`src/rtl/trace_capture_buffer.sv`:
```
// Windowed trace recorder: samples din during a capture window, tags each accepted
// sample with a cycle timestamp and queues {stamp, data} in a show-ahead FIFO.
module trace_capture_buffer #(
  parameter int WIDTH      = 32,
  parameter int DEPTH      = 64,
  parameter int STOP_CYCLE = 1545
) (
  input  logic                   clk,
  input  logic                   rst_n,
  input  logic                   start,
  input  logic                   stop,
  input  logic                   mode,
  input  logic                   din_valid,
  input  logic [WIDTH-1:0]       din,
  input  logic                   rd_ready,
  output logic                   rd_valid,
  output logic [WIDTH-1:0]       rd_data,
  output logic [31:0]            rd_stamp,
  output logic [$clog2(DEPTH):0] count,
  output logic                   overflow,
  output logic                   capturing,
  output logic                   done
);

  localparam int AW = $clog2(DEPTH);

  typedef enum logic [1:0] {S_IDLE, S_CAPTURE, S_DONE} state_t;

  state_t         r_state;
  state_t         w_state_next;
  logic [31:0]    r_cycle;
  logic [AW-1:0]  r_wr_ptr;
  logic [AW-1:0]  r_rd_ptr;
  logic [AW:0]    r_count;
  logic           r_overflow;
  logic           r_first;
  logic [WIDTH-1:0] r_last;

  logic [WIDTH-1:0] r_mem_data  [DEPTH];
  logic [31:0]      r_mem_stamp [DEPTH];

  logic w_restart;
  logic w_window_end;
  logic w_qualify;
  logic w_full;
  logic w_pop;
  logic w_push;
  logic w_drop;

  // A start outside CAPTURE wipes the FIFO, so it also cancels any pop in that cycle.
  assign w_restart    = start && (r_state != S_CAPTURE);
  assign w_window_end = (r_state == S_CAPTURE) && (stop || (r_cycle == 32'(STOP_CYCLE)));
  assign w_qualify    = (r_state == S_CAPTURE) && din_valid && (mode || r_first || (din != r_last));
  assign w_full       = (r_count == (AW+1)'(DEPTH));
  assign w_pop        = rd_valid && rd_ready && !w_restart;
  assign w_push       = w_qualify && (!w_full || w_pop);
  assign w_drop       = w_qualify && w_full && !w_pop;

  always_comb begin
    w_state_next = r_state;
    case (r_state)
      S_IDLE, S_DONE: if (start) w_state_next = S_CAPTURE;
      S_CAPTURE:      if (w_window_end) w_state_next = S_DONE;
      default:        w_state_next = S_IDLE;
    endcase
  end

  always_ff @(posedge clk or negedge rst_n) begin
    if (!rst_n) begin
      r_state <= S_IDLE;
    end else begin
      r_state <= w_state_next;
    end
  end

  always_ff @(posedge clk or negedge rst_n) begin
    if (!rst_n) begin
      r_cycle    <= '0;
      r_wr_ptr   <= '0;
      r_rd_ptr   <= '0;
      r_count    <= '0;
      r_overflow <= 1'b0;
      r_first    <= 1'b1;
      r_last     <= '0;
    end else if (w_restart) begin
      r_cycle    <= '0;
      r_wr_ptr   <= '0;
      r_rd_ptr   <= '0;
      r_count    <= '0;
      r_overflow <= 1'b0;
      r_first    <= 1'b1;
    end else begin
      if (r_state == S_CAPTURE) r_cycle <= r_cycle + 32'd1;
      if (w_push) begin
        r_wr_ptr <= r_wr_ptr + AW'(1);
        r_last   <= din;
        r_first  <= 1'b0;
      end
      if (w_pop) r_rd_ptr <= r_rd_ptr + AW'(1);
      case ({w_push, w_pop})
        2'b10:   r_count <= r_count + (AW+1)'(1);
        2'b01:   r_count <= r_count - (AW+1)'(1);
        default: r_count <= r_count;
      endcase
      if (w_drop) r_overflow <= 1'b1;
    end
  end

  // Storage has no reset; the pointers alone define which entries are live.
  always_ff @(posedge clk) begin
    if (w_push) begin
      r_mem_data[r_wr_ptr]  <= din;
      r_mem_stamp[r_wr_ptr] <= r_cycle;
    end
  end

  assign rd_valid  = (r_count != '0);
  assign rd_data   = r_mem_data[r_rd_ptr];
  assign rd_stamp  = r_mem_stamp[r_rd_ptr];
  assign count     = r_count;
  assign overflow  = r_overflow;
  assign capturing = (r_state == S_CAPTURE);
  assign done      = (r_state == S_DONE);

endmodule

```
`config.mk`:
```
export PLATFORM = sky130hd
export DESIGN_NAME = trace_capture_buffer
export DESIGN_NICKNAME = d
export VERILOG_FILES = /design/src/rtl/trace_capture_buffer.sv
export SDC_FILE = /design/constraint.sdc
export NUM_CORES = 2
export LEC_CHECK = 0
export BUFFER_PORTS_ARGS = -buffer_cell sky130_fd_sc_hd__buf_2
export CAP_MARGIN = 20
export CORE_AREA = 2 2 509 637
export DETAILED_ROUTE_END_ITERATION = 16
export DIE_AREA = 0 0 511 639
export GPL_TIMING_DRIVEN = 0
export PLACE_DENSITY = 0.65
export SYNTH_ARGS = -nofsm -noshare
export SYNTH_HDL_FRONTEND = slang
export SYNTH_SLANG_ARGS = --single-unit
```
`constraint.sdc`:
```
create_clock -name clk -period 11.2 [get_ports clk]
set_input_delay 2.24 -clock clk [delete_from_list [all_inputs] [get_ports clk]]
set_output_delay 2.24 -clock clk [all_outputs]
set_load 0.01 [all_outputs]
```
==> metrics.txt <==
CP required=8960 ps; Synthesized Nets=6320; Clock Path Buffers=4; met1 usage=0.332; asr flop ratio synth=0.0208; synthesized area=159000 sq um; ys flop type=edfxtp_1; hold path startpoint=r_state[0]; total power=38.8 mW; Max VDD drop=169 uV; IO buf count=113; kind of start point of the critical path=flop; Bufs and invs on worst path=6; CP Cell Sequence=buf_2 > buf_2 > clkbuf_2 > buf_12 > clkbuf_1 > mux4_2 > mux4_2 > mux4_2 > buf_2; CP max stage cell=buf_2; cells after synthesis=6271; fillcell total=22200; WL/cell=36.7 um; FF+latch count, synth=4183; Power Density=209 nW/um^2; Crit Path Category=reg -> out; GRT overflow=0; Die Area=327000 sq um; vias per inst=6.41; final slew viol count=0; area grow syn2layout=16.3%; HPWL after detailed placement=290000 um; register area=125000 sq um; Gates resized, CTS repair=0; CTS Buf Count=396; gr usage total=0.262; Starting Density=0.497; hold_buf cts=0; Post-CTS Setup Inserts=0; RSZ-0062 raised after global routing=no; GR Util met2=0.443; worst hold slack=496 ps; layout cells sized above 1=0.353; Area after DPL=172000 sq um; Worst-Margin Slew=1200 ps; Final setup viols=0; commonest non-fill, non-tap cell in the layout=edfxtp_1; Core ar.=321000 sq um; # placed instances=10900; Hold WC Path Type=reg -> reg; cell family with most CP delay=buffers and inverters; H-tree levels=5; fin crit share=0.680; worst r2r src=r_last[0]; peak-usage layer in the global routing report=met2; die height=639 um; met3 Track Usage GR=0.0554; Cell Count, Final, Fillers Out=11700; row cnt=233; final wirelength=430000 um; Netlist cell types=52; yosys warns=0; crit end category=output port; Rel. slew slack=0.201; CTS clk-pin slew, worst paths=70 ps; commonest cells after routing, fill and taps aside=edfxtp_1 (4096), mux4_2 (1344), clkbuf_16 (404); DRT Pass-1 Iters=8; Antenna Nets Post-Route=0; Max Freq=131 MHz; first-pass GRT wire length=593000 um; DRC violations left=0; Starting DRT DRC Count=9979; vias in the first global route=76200; CTS sink count=4183; Clock Skews=87.9 ps; Hold Path Stages=1; Seq/Total Area, Yosys=0.785; routed vias=75000; clk root buf=clkbuf_16; multi-input logic area=33400 sq um; Final Hold Vio Count=0; reg-to-reg endpoint=r_mem_data[40][25]; Fin Setup TNS=0 ps; Worst Hold End=r_state[0]; fin crit period=7610 ps; Die X=511 um; Synth Area per Inst=25.4 sq um; Worst Path Arrival=5370 ps; Ports=114; status=complete, no violations; number of synthesized flops with an enable pin=4096; Max Cap Viol=0; Crit path largest cell delay=740 ps; Leak=57.2 nW; minimum setup slack among reg-to-reg paths=6300 ps; initial antenna violation count=27; r2r worst-path depth=10; CTS tree=done; final net count=7145; Final Cell Area=186000 sq um; crit-path max FO=10; GPL Wtd Cong=0.794; Clk Latency, worst-skew pair=970 ps; pin count of the biggest net entering global routing=71
[worst max path at each step]
stage | from | endpoint | slack [ps] | cells after the start
finish | r_rd_ptr[1] | rd_data[8] | 3590 | 9
global route | r_rd_ptr[1] | rd_data[9] | 3590 | 9
CTS | r_rd_ptr[1] | rd_data[5] | 3560 | 9
detailed placement | din[10] | r_mem_data[40][28] | 3720 | 11
global placement | din[26] | r_mem_stamp[51][6] | -1820 | 8
floorplan | din[3] | r_mem_data[42][0] | 4370 | 7
[cell usage after synthesis (all sizes together), types with 2 or more instances]
library cell     n  area (sq um)
and3             6          37.5
a31oi            3          18.8
inv             10          37.5
nor2            83           312
xor2            33           289
nor2b            4          25.0
or2              3          18.8
or3              5          31.3
mux2i           20           200
o31ai            7          57.6
a211oi           2          15.0
nand2           46           173
o21ai           26           130
nand4b           4          35.0
clkbuf         183           687
xnor2            4          35.0
and2             2          12.5
edfxtp        4096        123000
mux4          1344         30300
nand2b           6          37.5
o21bai           2          15.0
a21o             3          22.5
o211ai           6          45.0
ha               9           113
and4             4          35.0
nor4            12          75.1
o311ai           2          17.5
o2111ai          2          17.5
nor3            11          55.1
nand3           34           170
a21oi            8          40.0
mux2            31           349
nand4           16           100
buf            141           699
nand3b           2          15.0
dfrtp           86          2150
or3b             2          17.5
nor4b            2          17.5
[registers in the layout (all words and copies together) (netlist names)]
register     flops
count            7
overflow         1
r_cycle         32
r_first          1
r_last          32
r_mem_data    2048
r_mem_stamp   2048
r_rd_ptr         6
r_state          2
r_wr_ptr         6
[power by group]
part / leakage, nW / internal (mW) / total (mW) / switching (mW)
clock: 6.33 / 7.77 / 13.5 / 5.77
combinational: 12.2 / 3.66 / 7.91 / 4.26
sequential: 38.6 / 17.3 / 17.4 / 0.0916
total: 57.2 / 28.7 / 38.8 / 10.1
[layer usage]
| layer | wire length, um | part of all wire | vias up |
|---|---|---|---|
| met3 | 38200 | 0.089 | 738 |
| met5 | 65 | 0.00015 | - |
| met1 | 154000 | 0.36 | 41000 |
| met2 | 220000 | 0.51 | 4009 |
| li1 | - | - | 29200 |
| met4 | 18000 | 0.042 | 8 |
[kinds of logic (layout without fill, tap and decap cells)]
family,Yosys count,after routing,synth area share
buffers and inverters,335,1481,0.00895
adder cells (fa/ha/maj),10,10,0.000832
AND/OR/NAND/NOR,243,243,0.00738
XOR/XNOR,37,37,0.00203
AO/OA/AOI/OAI,68,68,0.00275
multiplexers,1395,1395,0.193
flip-flops,4183,4183,0.785
other,0,55,0
[stage by stage]
| stage | setup slack [ps] | util |
|---|---|---|
| 2_1_floorplan | 4370 | - |
| 3_3_place_gp | -1820 | 0.515 |
| 3_5_place_dp | 3720 | 0.535 |
| 4_1_cts | 3560 | 0.575 |
| 5_1_grt | 3590 | 0.578 |
| 6_report | 3590 | 0.578 |
[final cells by class]
class                           instances  share of cell area
Antenna cell                           55            0.000742
Multi-Input combinational cell       1753               0.180
Timing Repair Buffer                  427              0.0381
Clock inverter                        246              0.0136
Tap cell                             4230              0.0285
Buffer                                324             0.00765
Inverter                               11            0.000223
Sequential cell                      4183               0.675
Clock buffer                          473              0.0562
No activity file was read; power rests on OpenSTA's default activity.
